`src/rtl/alu_pkg.sv`:
```
// Shared types and constants for the pipelined, handshaked ALU.
package alu_pkg;

  typedef enum logic [2:0] {
    OP_ADD = 3'd0,
    OP_SUB = 3'd1,
    OP_MUL = 3'd2,
    OP_DIV = 3'd3,
    OP_AND = 3'd4,
    OP_OR  = 3'd5,
    OP_XOR = 3'd6,
    OP_NOT = 3'd7
  } opcode_t;

  typedef enum logic [1:0] {
    IDLE = 2'd0,
    DIV  = 2'd1,
    HOLD = 2'd2
  } state_t;

  localparam int unsigned FLG_ZERO  = 0;
  localparam int unsigned FLG_CARRY = 1;
  localparam int unsigned FLG_OVF   = 2;
  localparam int unsigned FLG_DZ    = 3;
  localparam int unsigned FLG_W     = 4;

endpackage

```
`src/rtl/alu_div_iter.sv`:
```
// Restoring unsigned divider, one quotient bit per cycle, MSB first.
// The first bit is resolved in the start cycle so done pulses WIDTH-1 cycles later.
module alu_div_iter #(
  parameter int unsigned WIDTH = 8
) (
  input  logic             clk,
  input  logic             rst_n,
  input  logic             start,
  input  logic [WIDTH-1:0] dividend,
  input  logic [WIDTH-1:0] divisor,
  output logic             done,
  output logic [WIDTH-1:0] quotient
);

  localparam int unsigned CW = $clog2(WIDTH + 1);

  logic [WIDTH-1:0] rem_q, dvsr_q;
  logic [CW-1:0]    cnt_q;
  logic             busy_q;

  logic [WIDTH-1:0] src_rem, src_quo, src_dvsr, rem_n, quo_n;
  logic [WIDTH:0]   trial;
  logic             qbit;

  // One restoring step on either fresh operands (start) or the running state
  always_comb begin
    src_rem  = start ? '0       : rem_q;
    src_quo  = start ? dividend : quotient;
    src_dvsr = start ? divisor  : dvsr_q;
    trial    = {src_rem, src_quo[WIDTH-1]};
    qbit     = 1'b0;
    rem_n    = trial[WIDTH-1:0];
    if (trial >= {1'b0, src_dvsr}) begin
      qbit  = 1'b1;
      rem_n = WIDTH'(trial - {1'b0, src_dvsr});
    end
    quo_n = {src_quo[WIDTH-2:0], qbit};
  end

  always_ff @(posedge clk or negedge rst_n) begin
    if (!rst_n) begin
      rem_q    <= '0;
      dvsr_q   <= '0;
      quotient <= '0;
      cnt_q    <= '0;
      busy_q   <= 1'b0;
      done     <= 1'b0;
    end else begin
      done <= 1'b0;
      if (start) begin
        rem_q    <= rem_n;
        quotient <= quo_n;
        dvsr_q   <= src_dvsr;
        cnt_q    <= CW'(WIDTH - 1);
        busy_q   <= 1'b1;
      end else if (busy_q) begin
        rem_q    <= rem_n;
        quotient <= quo_n;
        cnt_q    <= cnt_q - CW'(1);
        if (cnt_q == CW'(1)) begin
          busy_q <= 1'b0;
          done   <= 1'b1;
        end
      end
    end
  end

endmodule

```
`src/rtl/alu_pipe.sv`:
```
// Handshaked WIDTH-bit ALU: single-cycle ops plus an iterative divider,
// registered result/flags held until the consumer takes them.
module alu_pipe
  import alu_pkg::*;
#(
  parameter int unsigned WIDTH = 8
) (
  input  logic             clk,
  input  logic             rst_n,
  input  logic             in_valid,
  output logic             in_ready,
  input  logic [WIDTH-1:0] a,
  input  logic [WIDTH-1:0] b,
  input  logic [2:0]       opcode,
  output logic             out_valid,
  input  logic             out_ready,
  output logic [WIDTH-1:0] result,
  output logic [3:0]       flags
);

  state_t state, state_n;

  logic [WIDTH-1:0]   result_n, alu_res, div_q;
  logic [FLG_W-1:0]   flags_n, alu_flg;
  logic [WIDTH:0]     sum, diff;
  logic [2*WIDTH-1:0] prod;
  logic               div_start, div_done, div_run;

  assign in_ready  = (state == IDLE) || ((state == HOLD) && out_ready);
  assign out_valid = (state == HOLD);
  assign div_run   = (opcode_t'(opcode) == OP_DIV) && (b != '0);

  // Single-cycle datapath; the OP_DIV arm only covers divide-by-zero
  always_comb begin
    sum     = {1'b0, a} + {1'b0, b};
    diff    = {1'b0, a} - {1'b0, b};
    prod    = (2*WIDTH)'(a) * (2*WIDTH)'(b);
    alu_res = '0;
    alu_flg = '0;
    case (opcode_t'(opcode))
      OP_ADD: begin
        alu_res            = sum[WIDTH-1:0];
        alu_flg[FLG_CARRY] = sum[WIDTH];
      end
      OP_SUB: begin
        alu_res            = diff[WIDTH-1:0];
        alu_flg[FLG_CARRY] = diff[WIDTH];
      end
      OP_MUL: begin
        alu_res          = prod[WIDTH-1:0];
        alu_flg[FLG_OVF] = (prod[2*WIDTH-1:WIDTH] != '0);
      end
      OP_DIV: begin
        alu_res         = '1;
        alu_flg[FLG_DZ] = 1'b1;
      end
      OP_AND:  alu_res = a & b;
      OP_OR:   alu_res = a | b;
      OP_XOR:  alu_res = a ^ b;
      OP_NOT:  alu_res = ~a;
      default: alu_res = '0;
    endcase
    alu_flg[FLG_ZERO] = (alu_res == '0);
  end

  alu_div_iter #(.WIDTH(WIDTH)) u_div (
    .clk      (clk),
    .rst_n    (rst_n),
    .start    (div_start),
    .dividend (a),
    .divisor  (b),
    .done     (div_done),
    .quotient (div_q)
  );

  always_ff @(posedge clk or negedge rst_n) begin
    if (!rst_n) begin
      state  <= IDLE;
      result <= '0;
      flags  <= '0;
    end else begin
      state  <= state_n;
      result <= result_n;
      flags  <= flags_n;
    end
  end

  // Next state; an accept in IDLE or a consumed HOLD overrides the per-state move
  always_comb begin
    state_n   = state;
    result_n  = result;
    flags_n   = flags;
    div_start = 1'b0;
    case (state)
      IDLE: state_n = IDLE;
      DIV: begin
        if (div_done) begin
          state_n           = HOLD;
          result_n          = div_q;
          flags_n           = '0;
          flags_n[FLG_ZERO] = (div_q == '0);
        end
      end
      HOLD:    if (out_ready) state_n = IDLE;
      default: state_n = IDLE;
    endcase
    if (in_valid && in_ready) begin
      if (div_run) begin
        state_n   = DIV;
        div_start = 1'b1;
      end else begin
        state_n  = HOLD;
        result_n = alu_res;
        flags_n  = alu_flg;
      end
    end
  end

endmodule

```
`config.mk`:
```
export PLATFORM = sky130hd
export DESIGN_NAME = alu_pipe
export DESIGN_NICKNAME = d
export VERILOG_FILES = /design/src/rtl/alu_pkg.sv /design/src/rtl/alu_div_iter.sv /design/src/rtl/alu_pipe.sv
export SDC_FILE = /design/constraint.sdc
export NUM_CORES = 1
export LEC_CHECK = 0
export ABC_CLOCK_PERIOD_IN_PS = 6600
export BUFFER_PORTS_ARGS = -buffer_cell sky130_fd_sc_hd__buf_2
export CAP_MARGIN = 10
export CORE_UTILIZATION = 45
export DETAILED_ROUTE_END_ITERATION = 10
export PLACE_DENSITY = 0.74
export SLEW_MARGIN = 20
export SYNTH_ARGS = -nofsm -noshare
export SYNTH_HDL_FRONTEND = slang
export SYNTH_SLANG_ARGS = --single-unit
export TNS_END_PERCENT = 50
```
`constraint.sdc`:
```
create_clock -name clk -period 6.6 [get_ports clk]
set_input_delay 1.32 -clock clk [delete_from_list [all_inputs] [get_ports clk]]
set_output_delay 1.32 -clock clk [all_outputs]
set_load 0.03 [all_outputs]
```
==> results of run 1 <==
==> routing by layer <==
| layer | GRT usage (%) | share of wire, % | vias up |
|---|---|---|---|
| met5 | 0 | 0 | - |
| li1 | - | - | 2457 |
| met4 | 8.29 | 3.3 | 0 |
| met1 | 31.3 | 44 | 2466 |
| met2 | 39.2 | 47 | 167 |
| met3 | 3.35 | 5.1 | 34 |
==> flip-flops by register name (all words and copies together), names as in the netlist, 2 cells and up <==
signal	count
u_div.dvsr_q	8
state	2
u_div.cnt_q	4
u_div.rem_q	8
u_div.quotient	8
flags	4
result	8
==> cells by family (layout without fill, tap and decap cells) <==
group | count (synthesis) | count (layout) | synth area share [%]
buffers and inverters | 124 | 143 | 8.55
DFF | 44 | 44 | 18.8
xor gates and xnor gates | 17 | 17 | 2.54
and+or+nand+nor | 240 | 240 | 19.3
AOI/OAI and AO/OA | 158 | 158 | 18.7
adders and majority gates | 109 | 109 | 28.3
muxes | 21 | 21 | 3.76
==> report_power, final <==
| part | switching [W] | leakage, nW | internal [W] |
|---|---|---|---|
| combinational | 0.000716 | 2.49 | 0.000529 |
| sequential | 0.0000858 | 0.519 | 0.000368 |
| clock | 0.000113 | 0.0871 | 0.000190 |
==> through the flow <==
stage          setup slack [ns]  total power, W  cell area [µm²]  hold WS, ns
2_1_floorplan              1.35         0.00143             5850        0.423
3_3_place_gp              0.922         0.00166             6120        0.439
3_5_place_dp              0.858         0.00169             6120        0.450
4_1_cts                    1.15         0.00200             6300        0.447
5_1_grt                   0.849         0.00219             6300        0.481
6_report                   1.06         0.00200             6300        0.445
==> worst max-delay path, stage by stage <==
cell	delay [ns]
sky130_fd_sc_hd__buf_2	0.24
sky130_fd_sc_hd__ha_1	0.21
sky130_fd_sc_hd__inv_1	0.11
sky130_fd_sc_hd__fa_1	0.45
sky130_fd_sc_hd__inv_1	0.10
sky130_fd_sc_hd__fa_1	0.41
sky130_fd_sc_hd__ha_1	0.30
sky130_fd_sc_hd__inv_1	0.05
sky130_fd_sc_hd__fa_1	0.52
sky130_fd_sc_hd__inv_1	0.04
sky130_fd_sc_hd__ha_1	0.35
sky130_fd_sc_hd__nor2b_1	0.18
sky130_fd_sc_hd__o31ai_1	0.48
sky130_fd_sc_hd__a21oi_1	0.23
sky130_fd_sc_hd__o41ai_1	0.34
sky130_fd_sc_hd__nand4_1	0.13
sky130_fd_sc_hd__o31a_1	0.25
==> Yosys cell counts, drive strengths merged, types with 10 or more instances <==
| library cell | count | area share [%] |
|---|---|---|
| nor2 | 79 | 5.2 |
| dfrtp | 44 | 19 |
| nand3 | 15 | 1.3 |
| buf | 16 | 1.6 |
| xnor2 | 11 | 1.6 |
| ha | 70 | 15 |
| nor3 | 15 | 1.3 |
| o21ai | 29 | 2.5 |
| nand2b | 15 | 1.6 |
| mux2i | 13 | 2.2 |
| inv | 95 | 6.1 |
| fa | 39 | 13 |
| clkbuf | 10 | 0.64 |
| a21o | 14 | 1.8 |
| nand2 | 78 | 5.2 |
| a21oi | 46 | 4.1 |
==> final cells by class <==
type                       instances  share of cell area (%)
sequential                        44                    17.5
clock buffer                       6                    2.20
timing repair buffer              37                    3.02
multi-input combinational        545                    67.4
clock inverter                     2                   0.615
inverter                          98                    5.84
tap                              172                    3.41
==> worst min path at each step <==
stage,startpoint,end,slack [ns],depth (start not counted)
3_5_place_dp,u_div.done,state[0],0.45,1
4_1_cts,u_div.done,state[0],0.45,1
6_report,u_div.done,state[0],0.45,1
3_3_place_gp,u_div.done,state[0],0.44,1
2_1_floorplan,u_div.done,state[0],0.42,1
5_1_grt,u_div.done,state[0],0.48,1
==> out/qor.log, run 1 <==
INFO  setup_path     classification_of_the_worst_setup_path=primary input to flop
INFO  setup_path     setup.worst_path.start_class=primary input
INFO  drt            wl=14800µm
INFO  timing         skew=0.00638ns
INFO  synthesis      netlist_area=0.00585mm²
INFO  clocking       cts-hold-fix-buffers=0
INFO  timing         max_freq=0.181GHz
INFO  power          ir_drop=0.000177V
INFO  floorplan      initial_utilization=46.2%
INFO  synthesis      yosysWarnings=0
INFO  setup_path     critical_path_data_arrival_time=5.72ns
INFO  clocking       cts.reportedPaths.clkPinSlew=0.07ns
INFO  setup_path     crit_path_start=a[2]
INFO  timing         worst-slew-pin-transition=0.798ns
INFO  final_layout   num-nets-final=863
INFO  setup_path     crit_path_end=flags[2]
INFO  setup_path     critical_path.reg2reg.startpoint=state[1]
INFO  synthesis      synthCells=713
INFO  floorplan      placeableCoreArea=0.0127mm²
INFO  synthesis      post_synthesis_average_cell_area=8.21µm²
INFO  setup_path     worst-endpoint-required=6.78ns
INFO  drt            ant_nets=0
INFO  final_layout   insertedDiodeCount=0
INFO  synthesis      synth_async_sr_flop_share=100%
INFO  floorplan      die-width=116µm
INFO  global_routing largest_net_degree_at_the_start_of_global_routing=51
INFO  clocking       post_cts_resize_count=0
INFO  synthesis      ys_types=69
INFO  setup_path     ff2ff_path_depth=13
INFO  final_layout   utilization=49.7%
INFO  global_routing grt_remaining_overflow=0
INFO  final_layout   most_used_cells_in_the_layout_excluding_fill_and_tap_cells=sky130_fd_sc_hd__inv_1, sky130_fd_sc_hd__nor2_1, sky130_fd_sc_hd__nand2_1
INFO  synthesis      seq_area_frac_synth=18.8%
INFO  timing         setup_viol=0
INFO  timing         unrepaired_setup_endpoints_after_global_routing=false
INFO  timing         fin_tns_setup=0ns
INFO  drt            drt_iter0_markers=444
INFO  setup_path     timing.critical_path.fanout_max=9
INFO  clocking       cts-htree-levels=2
INFO  power          power.static_leakage=3.10nW
INFO  final_layout   layout-drive-gt1-share=9.29%
INFO  drt            routedWlPerCell=16.4µm
INFO  drt            vias_per_cell=5.67
INFO  placed_design  dp_hpwl=11500µm
INFO  setup_path     reg2reg_slack=2.86ns
INFO  synthesis      total_of_flip_flops_plus_latches_after_synthesis=44
INFO  min_path       holdCritPathClass=flop to flop
INFO  drt            drt_drc_violations_left=0
INFO  clocking       post-cts-setup-buffers=0
INFO  placed_design  inst_count_dp=896
INFO  setup_path     crit-reg2reg-capture=u_div.rem_q[0]
INFO  global_routing grt_pass1_wl=24900µm
INFO  clocking       root_buffer=sky130_fd_sc_hd__clkbuf_16
INFO  clocking       clock_tree_from_tritoncts=yes
INFO  final_layout   nFillCells=1234
INFO  synthesis      ys_dominant_reg_cell=sky130_fd_sc_hd__dfrtp_1
INFO  final_layout   layout.cells.non_filler=904
INFO  clocking       cts_num_sinks=44
INFO  clocking       insertion_delay=0.29ns
INFO  timing         min_period=5.54ns
INFO  timing         timing.final.hold_violations=0
INFO  clocking       cts_buffer_depth=2
INFO  synthesis      postSynthNetCount=845
INFO  final_layout   multi_input_area=0.00425mm²
INFO  flow_run       maxCapViolations=0
INFO  timing         timing.slew.headroom=46.8%
INFO  power          p_per_area=317mW/mm²
INFO  floorplan      num_rows=41
INFO  status         status=finished clean
INFO  drt            drtPass1Iterations=6
INFO  placed_design  io_buffer_count=36
INFO  global_routing antenna_found_initial=0
INFO  timing         final-max-slew-violation-count=0
INFO  synthesis      number_of_enable_type_register_cells_in_the_synthesized_netlist=0
INFO  placed_design  place_congestion=0.896
INFO  final_layout   final_common_cell=sky130_fd_sc_hd__inv_1
INFO  clocking       numCtsBuffers=5
INFO  final_layout   area_delta_synth_final=7.70%
INFO  floorplan      design.die.area=0.0135mm²
INFO  drt            routed-via-count=5124
INFO  setup_path     critPathCaptureType=flop
INFO  global_routing gr-usage-all-layers=23.6%
INFO  floorplan      io-pin-count=37
INFO  timing         final.period_utilization=83.9%
INFO  final_layout   sequential_cell_area=0.00110mm²
INFO  global_routing via_count_of_the_first_global_routing_pass=5014
INFO  floorplan      fp.dieH=116µm
Power figures use the tool's default switching activity.
==> run 2, diff against run 1 <==
--- a/config.mk
+++ b/config.mk
@@ -5,7 +5,8 @@
 export SDC_FILE = /design/constraint.sdc
 export NUM_CORES = 1
 export LEC_CHECK = 0
-export ABC_CLOCK_PERIOD_IN_PS = 6600
+export ABC_AREA = 1
+export ABC_CLOCK_PERIOD_IN_PS = 5150
 export BUFFER_PORTS_ARGS = -buffer_cell sky130_fd_sc_hd__buf_2
 export CAP_MARGIN = 10
 export CORE_UTILIZATION = 45
==> constraint.sdc (replaced) <==
create_clock -name clk -period 5.15 [get_ports clk]
set_input_delay 1.03 -clock clk [delete_from_list [all_inputs] [get_ports clk]]
set_output_delay 1.03 -clock clk [all_outputs]
set_load 0.03 [all_outputs]
==> run 2 against run 1 <==
Global-route usage up 0.60 points. Critical endpoint unchanged. Flip-flop and latch count did not move. Non-clock buffer count grew 9. Sequential power grew 26%. First-iteration DRC count rose by 22%. Clock power grew 9.2%. Clock-buffer cell count grew 1. Synthesized area rose by 4.8%. Core utilization is 0.25 points lower.
==> out/qor.log, run 2 <==
INFO  status         status=finished clean
INFO  placed_design  dp_hpwl=12800µm [+11%]
INFO  clocking       post_cts_resize_count=0 [unchanged]
INFO  floorplan      die-width=119µm [+2.3%]
INFO  global_routing largest_net_degree_at_the_start_of_global_routing=45 [-12%]
INFO  min_path       holdCritPathClass=flop to flop
INFO  setup_path     worst_path_dominant_cell_family=adder cells
INFO  clocking       numCtsBuffers=5 [unchanged]
INFO  placed_design  place_congestion=0.937 [+4.5%]
INFO  synthesis      synth.largest_area_cell=sky130_fd_sc_hd__dfrtp_1
INFO  timing         unrepaired_setup_endpoints_after_global_routing=false
INFO  synthesis      yosysWarnings=0 [unchanged]
INFO  placed_design  io_buffer_count=36 [unchanged]
INFO  floorplan      design.die.area=0.0141mm² [+4.7%]
INFO  drt            wl=15800µm [+6.8%]
INFO  setup_path     critical_path.cell_chain=buf_2, ha_1, fa_1, inv_1, fa_1, fa_1, fa_1, inv_1, ha_1, nand2_1, nor2_1, nand3_1, o211ai_1, nand2_1, nand3_1, nand2_1, nor2_1, nand3_1, nand2_1, nand2_1
INFO  floorplan      num_rows=42 [+2.4%]
INFO  timing         skew=0.0154ns [+0.00899 ns]
INFO  final_layout   area_delta_synth_final=6.90%
INFO  placed_design  place_worst_setup_slack=0.00249ns [-0.856 ns]
INFO  drt            ant_nets=0 [unchanged]
INFO  floorplan      io-pin-count=37 [unchanged]
INFO  global_routing grt_remaining_overflow=0 [unchanged]
INFO  timing         min_period=4.82ns
INFO  clocking       cts_buffer_depth=2 [unchanged]
INFO  synthesis      ys_types=47 [-32%]
INFO  timing         final.period_utilization=93.6%
INFO  synthesis      synthCells=889 [+25%]
INFO  drt            vias_per_cell=5.19 [-8.4%]
INFO  synthesis      number_of_enable_type_register_cells_in_the_synthesized_netlist=0 [unchanged]
INFO  setup_path     setup.worst_path.start_class=primary input
INFO  final_layout   num-nets-final=1041 [+21%]
INFO  drt            drt_iter0_markers=542 [+22%]
INFO  drt            routed-via-count=5639 [+10%]
INFO  clocking       cts-htree-levels=2 [unchanged]
INFO  clocking       post-cts-setup-buffers=0 [unchanged]
INFO  global_routing gr-usage-all-layers=24.2% [+0.60 points]
INFO  drt            drt_drc_violations_left=0 [unchanged]
INFO  timing         timing.final.hold_violations=0 [unchanged]
INFO  setup_path     classification_of_the_worst_setup_path=primary input to flop
INFO  floorplan      fp.dieH=119µm [+2.3%]
INFO  synthesis      synthMostInstantiatedCell=sky130_fd_sc_hd__nand2_1
INFO  setup_path     critical-path-slowest-cell=sky130_fd_sc_hd__fa_1
INFO  drt            routedWlPerCell=14.6µm [-11%]
INFO  synthesis      synth_top_cells_by_area=sky130_fd_sc_hd__dfrtp_1, sky130_fd_sc_hd__nand2_1, sky130_fd_sc_hd__ha_1
INFO  clocking       clock_tree_from_tritoncts=yes
INFO  clocking       insertion_delay=0.30ns [about the same]
INFO  clocking       cts.reportedPaths.clkPinSlew=0.07ns [about the same]
INFO  setup_path     worst-path-buf-inv=3 [-2]
INFO  power          design_power_total=0.00263W [+31%]
INFO  setup_path     slowest_delay=0.56ns [+0.04 ns]
INFO  setup_path     timing.critical_path.mode_cell=sky130_fd_sc_hd__nand2_1
INFO  final_layout   nFillCells=1348 [+9.2%]
INFO  synthesis      total_of_flip_flops_plus_latches_after_synthesis=44 [unchanged]
INFO  setup_path     timing.critical_path.fanout_max=9 [unchanged]
INFO  synthesis      ys_dominant_reg_cell=sky130_fd_sc_hd__dfrtp_1
INFO  timing         worst-slew-pin-transition=0.573ns [-0.225 ns]
INFO  final_layout   final_common_cell=sky130_fd_sc_hd__nand2_1
INFO  power          ir_drop=0.000305V [+72%]
INFO  final_layout   most_used_cells_in_the_layout_excluding_fill_and_tap_cells=sky130_fd_sc_hd__nand2_1, sky130_fd_sc_hd__inv_1, sky130_fd_sc_hd__ha_1
INFO  setup_path     worst-endpoint-required=5.35ns [-1.43 ns]
INFO  setup_path     critical_path_data_arrival_time=5.02ns [-0.70 ns]
INFO  timing         timing.slew.headroom=61.8% [+15 points]
INFO  clocking       root_buffer=sky130_fd_sc_hd__clkbuf_16
INFO  drt            drtPass1Iterations=8 [+2]
INFO  global_routing antenna_found_initial=0 [unchanged]
INFO  synthesis      post_synthesis_average_cell_area=6.90µm² [-16%]
INFO  final_layout   insertedDiodeCount=0 [unchanged]
INFO  timing         finalWorstSetupSlack=0.329ns [-0.731 ns]
INFO  floorplan      placeableCoreArea=0.0132mm² [+4.5%]
INFO  timing         max_freq=0.207GHz
INFO  timing         fin_tns_setup=0ns [unchanged]
INFO  power          p_per_area=401mW/mm² [+26%]
INFO  final_layout   layout-drive-gt1-share=9.78% [+0.49 points]
INFO  global_routing grt_pass1_wl=27000µm [+8.6%]
INFO  synthesis      postSynthNetCount=1021 [+21%]
INFO  floorplan      initial_utilization=46.3% [+0.11 points]
INFO  timing         setup_viol=0 [unchanged]
INFO  placed_design  detailed_place.area=0.00640mm² [+4.6%]
INFO  setup_path     critPathCaptureType=flop
INFO  timing         final-max-slew-violation-count=0 [unchanged]
INFO  synthesis      synth_async_sr_flop_share=100% [unchanged]
INFO  global_routing via_count_of_the_first_global_routing_pass=5419 [+8.1%]
INFO  final_layout   design_area=0.00655mm² [+4.0%]
INFO  synthesis      netlist_area=0.00613mm² [+4.8%]
INFO  clocking       cts-hold-fix-buffers=0 [unchanged]
INFO  synthesis      post-synth-top-area-fraction=18.0% [-0.86 points]
INFO  synthesis      synth_commonest_cells=sky130_fd_sc_hd__nand2_1, sky130_fd_sc_hd__inv_1, sky130_fd_sc_hd__ha_1
INFO  synthesis      seq_area_frac_synth=18.0% [-0.86 points]
INFO  flow_run       maxCapViolations=0 [unchanged]
INFO  clocking       cts_num_sinks=44 [unchanged]
INFO  power          power.static_leakage=3.82nW [+23%]
-- run 2: cell types whose count changed in the layout (fill, tap and decap cells not counted), sizes merged, moves of 15 or more --
cell | previous run | this run
nor2 | 79 | 58
nand3 | 15 | 72
nand2 | 78 | 241
inv | 95 | 194
a21oi | 46 | 29
nand2b | 15 | 0
-- run 2: metal layers --
layer | up-vias | part of all wire [%] | GRT usage [%]
met4 | 0 | 2.1 | 6.25
met2 | 189 | 45 | 38.0
met5 | - | 0 | 0
li1 | 2808 | - | -
met3 | 23 | 6.7 | 4.78
met1 | 2619 | 47 | 33.8
-- run 2: report_power, final --
group	leakage [nW]	switching (W)	total [W]	internal (W)
Clock	0.0701	0.000137	0.000331	0.000193
Combinational	3.22	0.00109	0.00172	0.000629
Sequential	0.531	0.0000899	0.000573	0.000483
Total	3.82	0.00132	0.00263	0.00131
-- run 2: worst paths after layout --
kind	from	end	slack [ns]	cells after the start
max	b[4]	flags[2]	0.33	20
min	u_div.dvsr_q[0]	u_div.dvsr_q[0]	0.48	2
max reg2reg	state[1]	u_div.rem_q[3]	2.18	16
min reg2reg	u_div.dvsr_q[0]	u_div.dvsr_q[0]	0.48	2
max in group asynchronous	rst_n	u_div.dvsr_q[2]	3.94	2
min in group asynchronous	rst_n	state[1]	0.79	2
-- run 2: logic make-up after synthesis --
family	synth area share, %
flops	18.0
simple gates	28.6
xor+xnor	1.29
compound gates	9.90
fa+ha+maj	27.0
buf+inv	15.2
-- run 2: layout make-up --
| type | count | area [µm²] | share of cell area [%] |
|---|---|---|---|
| multi-input cells | 618 | 4100 | 62.5 |
| flip-flops and latches | 44 | 1100 | 16.8 |
| inverters | 194 | 731 | 11.1 |
| repair buffers | 46 | 255 | 3.89 |
| well taps | 176 | 220 | 3.36 |
| clock buffers | 7 | 143 | 2.18 |
| clock inverters | 1 | 7.51 | 0.115 |
-- run 2: metrics by stage --
stage                     hold slack (ns)  util (%)  instances
after global placement              0.457      48.4       1078
final                               0.477      49.5       1086
after floorplan                     0.435         -        889
after CTS                           0.477      49.5       1086
after global routing                0.490      49.5       1086
after detailed placement            0.463      48.4       1078
-- run 2: tightest hold or removal path, cell delays in order (launching register included) --
cell and delay (ns):
sky130_fd_sc_hd__dfrtp_1 0.32, sky130_fd_sc_hd__nand2_1 0.06, sky130_fd_sc_hd__o21ai_0 0.06
==> run 3, diff against run 2 <==
--- a/config.mk
+++ b/config.mk
@@ -6,7 +6,7 @@
 export NUM_CORES = 1
 export LEC_CHECK = 0
 export ABC_AREA = 1
-export ABC_CLOCK_PERIOD_IN_PS = 5150
+export ABC_CLOCK_PERIOD_IN_PS = 5700
 export BUFFER_PORTS_ARGS = -buffer_cell sky130_fd_sc_hd__buf_2
 export CAP_MARGIN = 10
 export CORE_UTILIZATION = 45
==> constraint.sdc (replaced) <==
create_clock -name clk -period 5.7 [get_ports clk]
set_input_delay 1.14 -clock clk [delete_from_list [all_inputs] [get_ports clk]]
set_output_delay 1.14 -clock clk [all_outputs]
set_load 0.03 [all_outputs]
==> run 3 against run 2 <==
Cell area down 1.1%. Sequential power down 9.9%. Critical path depth unchanged. Power down 11%. Largest power group unchanged. Clock-buffer cell count unchanged.
==> out/qor.log, run 3 (synthesis results as in run 2) <==
INFO  final_layout   final_common_cell=sky130_fd_sc_hd__nand2_1
INFO  timing         timing.slew.headroom=35.1% [-27 points]
INFO  power          power.static_leakage=3.77nW [-1.2%]
INFO  setup_path     crit_path_start=a[4]
INFO  global_routing grt_pass1_wl=26100µm [-3.6%]
INFO  power          power.share.clock=12.5% [about the same]
INFO  placed_design  place_congestion=0.990 [+5.6%]
INFO  clocking       clock_tree_from_tritoncts=yes
INFO  clocking       post_cts_resize_count=0 [unchanged]
INFO  timing         min_period=5.09ns
INFO  final_layout   area_delta_synth_final=5.67%
INFO  clocking       cts_num_sinks=44 [unchanged]
INFO  drt            drt_iter0_markers=428 [-21%]
INFO  power          internal-power=0.00117W [-10%]
INFO  setup_path     critical_path.reg2reg.startpoint=state[1]
INFO  global_routing via_count_of_the_first_global_routing_pass=5335 [-1.6%]
INFO  final_layout   insertedDiodeCount=0 [unchanged]
INFO  floorplan      die-width=119µm [unchanged]
INFO  placed_design  dp_hpwl=12100µm [-5.6%]
INFO  floorplan      placeableCoreArea=0.0132mm² [unchanged]
INFO  setup_path     crit-reg2reg-capture=u_div.rem_q[6]
INFO  drt            vias_per_cell=5.17 [-0.38%]
INFO  setup_path     critPathCaptureType=flop
INFO  setup_path     worst-endpoint-required=5.88ns [+0.53 ns]
INFO  clocking       numCtsBuffers=5 [unchanged]
INFO  drt            routed-via-count=5566 [-1.3%]
INFO  setup_path     timing.critical_path.fanout_max=10 [+1]
INFO  global_routing largest_net_degree_at_the_start_of_global_routing=45 [unchanged]
INFO  clocking       root_buffer=sky130_fd_sc_hd__clkbuf_16
INFO  drt            drt_drc_violations_left=0 [unchanged]
INFO  drt            routedWlPerCell=13.9µm [-4.6%]
INFO  power          p_per_area=362mW/mm² [-9.7%]
INFO  timing         unrepaired_setup_endpoints_after_global_routing=false
INFO  drt            ant_nets=0 [unchanged]
INFO  global_routing antenna_found_initial=0 [unchanged]
INFO  floorplan      initial_utilization=46.3% [unchanged]
INFO  final_layout   num-nets-final=1031 [-0.96%]
INFO  power          swShare=50.0% [-0.23 points]
INFO  timing         worst-slew-pin-transition=0.974ns [+0.401 ns]
INFO  timing         timing.final.hold_violations=0 [unchanged]
INFO  clocking       cts-htree-levels=2 [unchanged]
INFO  power          combPwrFrac=65.5% [about the same]
INFO  floorplan      design.die.area=0.0141mm² [unchanged]
INFO  drt            drtPass1Iterations=7 [-1]
INFO  global_routing gr-usage-all-layers=22.7% [-1.5 points]
INFO  setup_path     setup.worst_path.start_class=primary input
INFO  timing         setup_viol=0 [unchanged]
INFO  status         status=finished clean
INFO  timing         fin_tns_setup=0ns [unchanged]
INFO  clocking       cts_buffer_depth=2 [unchanged]
INFO  clocking       insertion_delay=0.29ns [about the same]
INFO  placed_design  io_buffer_count=36 [unchanged]
INFO  timing         max_freq=0.196GHz
INFO  clocking       post-cts-setup-buffers=0 [unchanged]
INFO  setup_path     ff2ff_path_depth=16 [unchanged]
INFO  final_layout   layout-drive-gt1-share=8.78% [-1.0 points]
INFO  global_routing grt_remaining_overflow=0 [unchanged]
INFO  drt            wl_met2=6610µm [-6.2%]
INFO  power          p_sw=0.00117W [-11%]
INFO  drt            met3_length=1050µm [-1.5%]
INFO  floorplan      num_rows=42 [unchanged]
INFO  floorplan      fp.dieH=119µm [unchanged]
INFO  drt            met1_length=7080µm [-3.8%]
INFO  drt            topRoutingLayerUsed=met4
INFO  clocking       cts-hold-fix-buffers=0 [unchanged]
INFO  timing         final-max-slew-violation-count=0 [unchanged]
INFO  floorplan      io-pin-count=37 [unchanged]
INFO  timing         final.period_utilization=89.3%
INFO  flow_run       maxCapViolations=0 [unchanged]
INFO  power          ir_drop=0.000221V [-27%]
INFO  setup_path     critical_path_data_arrival_time=5.27ns [+0.25 ns]
INFO  setup_path     classification_of_the_worst_setup_path=primary input to flop
INFO  final_layout   most_used_cells_in_the_layout_excluding_fill_and_tap_cells=sky130_fd_sc_hd__nand2_1, sky130_fd_sc_hd__inv_1, sky130_fd_sc_hd__ha_1
INFO  power          fraction_of_power_consumed_by_sequential_logic=22.0% [+0.2 points]
INFO  min_path       holdCritPathClass=flop to flop
INFO  timing         skew=0.00661ns [-0.00876 ns]
INFO  setup_path     reg2reg_slack=2.51ns [+0.33 ns]
INFO  timing         worst_hold_slack=0.476ns [-0.000819 ns]
INFO  clocking       cts.reportedPaths.clkPinSlew=0.06ns [about the same]
INFO  drt            wl=14900µm [-5.5%]
INFO  setup_path     crit_path_end=flags[2]
-- run 3: power groups by stage --
stage                     logic (W)  registers, W  clock network [W]
final                       0.00153      0.000516           0.000292
after detailed placement    0.00152      0.000519                  0
after global routing        0.00177      0.000531           0.000309
after CTS                   0.00153      0.000515           0.000298
after floorplan             0.00118      0.000541                  0
after global placement      0.00150      0.000518                  0
-- run 3: how the worst min path moves through the flow --
stage	endpoint	slack, ns	from	depth (start not counted)
2_1_floorplan	state[0]	0.44	u_div.done	1
3_3_place_gp	state[0]	0.45	u_div.done	1
3_5_place_dp	flags[1]	0.47	flags[1]	2
4_1_cts	state[0]	0.48	u_div.done	1
5_1_grt	u_div.rem_q[4]	0.49	u_div.rem_q[4]	2
6_report	state[0]	0.48	u_div.done	1
-- run 3: final cells by class --
cell class                      instances  area (µm²)
Clock buffer                            7         143
Clock inverter                          1        7.51
Fill cell                            1333        6760
Inverter                              194         731
Multi-Input combinational cell        618        4100
Sequential cell                        44        1100
Tap cell                              176         220
Timing Repair Buffer                   36         180
-- run 3: layer usage --
| layer | global-route usage (%) | vias to the layer above |
|---|---|---|
| met5 | 0 | - |
| met4 | 4.19 | 0 |
| met3 | 3.19 | 15 |
| met2 | 36.2 | 184 |
| met1 | 32.8 | 2575 |
| li1 | - | 2792 |
-- run 3: critical path, stage by stage --
cell and delay (ns):
sky130_fd_sc_hd__buf_2 0.19, sky130_fd_sc_hd__ha_1 0.30, sky130_fd_sc_hd__fa_1 0.55, sky130_fd_sc_hd__inv_1 0.05, sky130_fd_sc_hd__fa_1 0.47, sky130_fd_sc_hd__fa_1 0.52
sky130_fd_sc_hd__fa_1 0.54, sky130_fd_sc_hd__inv_1 0.04, sky130_fd_sc_hd__ha_1 0.34, sky130_fd_sc_hd__nand2_1 0.13, sky130_fd_sc_hd__nor2_1 0.10, sky130_fd_sc_hd__nand3_1 0.10
sky130_fd_sc_hd__o211ai_1 0.16, sky130_fd_sc_hd__nand2_1 0.12, sky130_fd_sc_hd__nand3_1 0.09, sky130_fd_sc_hd__nand2_1 0.05, sky130_fd_sc_hd__nor2_1 0.09, sky130_fd_sc_hd__nand3_1 0.13
sky130_fd_sc_hd__nand2_1 0.11, sky130_fd_sc_hd__nand2_1 0.05
-- run 3: per-stage QoR --
| step | std cells | total power [W] | cell area, µm² | setup slack [ns] | utilization [%] |
|---|---|---|---|---|---|
| after floorplan | 889 | 0.00172 | 6130 | 0.733 | - |
| after global placement | 1068 | 0.00202 | 6330 | 0.368 | 47.8 |
| after detailed placement | 1068 | 0.00204 | 6330 | 0.335 | 47.8 |
| after CTS | 1076 | 0.00234 | 6480 | 0.620 | 48.9 |
| after global routing | 1076 | 0.00261 | 6480 | 0.301 | 48.9 |
| final | 1076 | 0.00234 | 6480 | 0.611 | 48.9 |
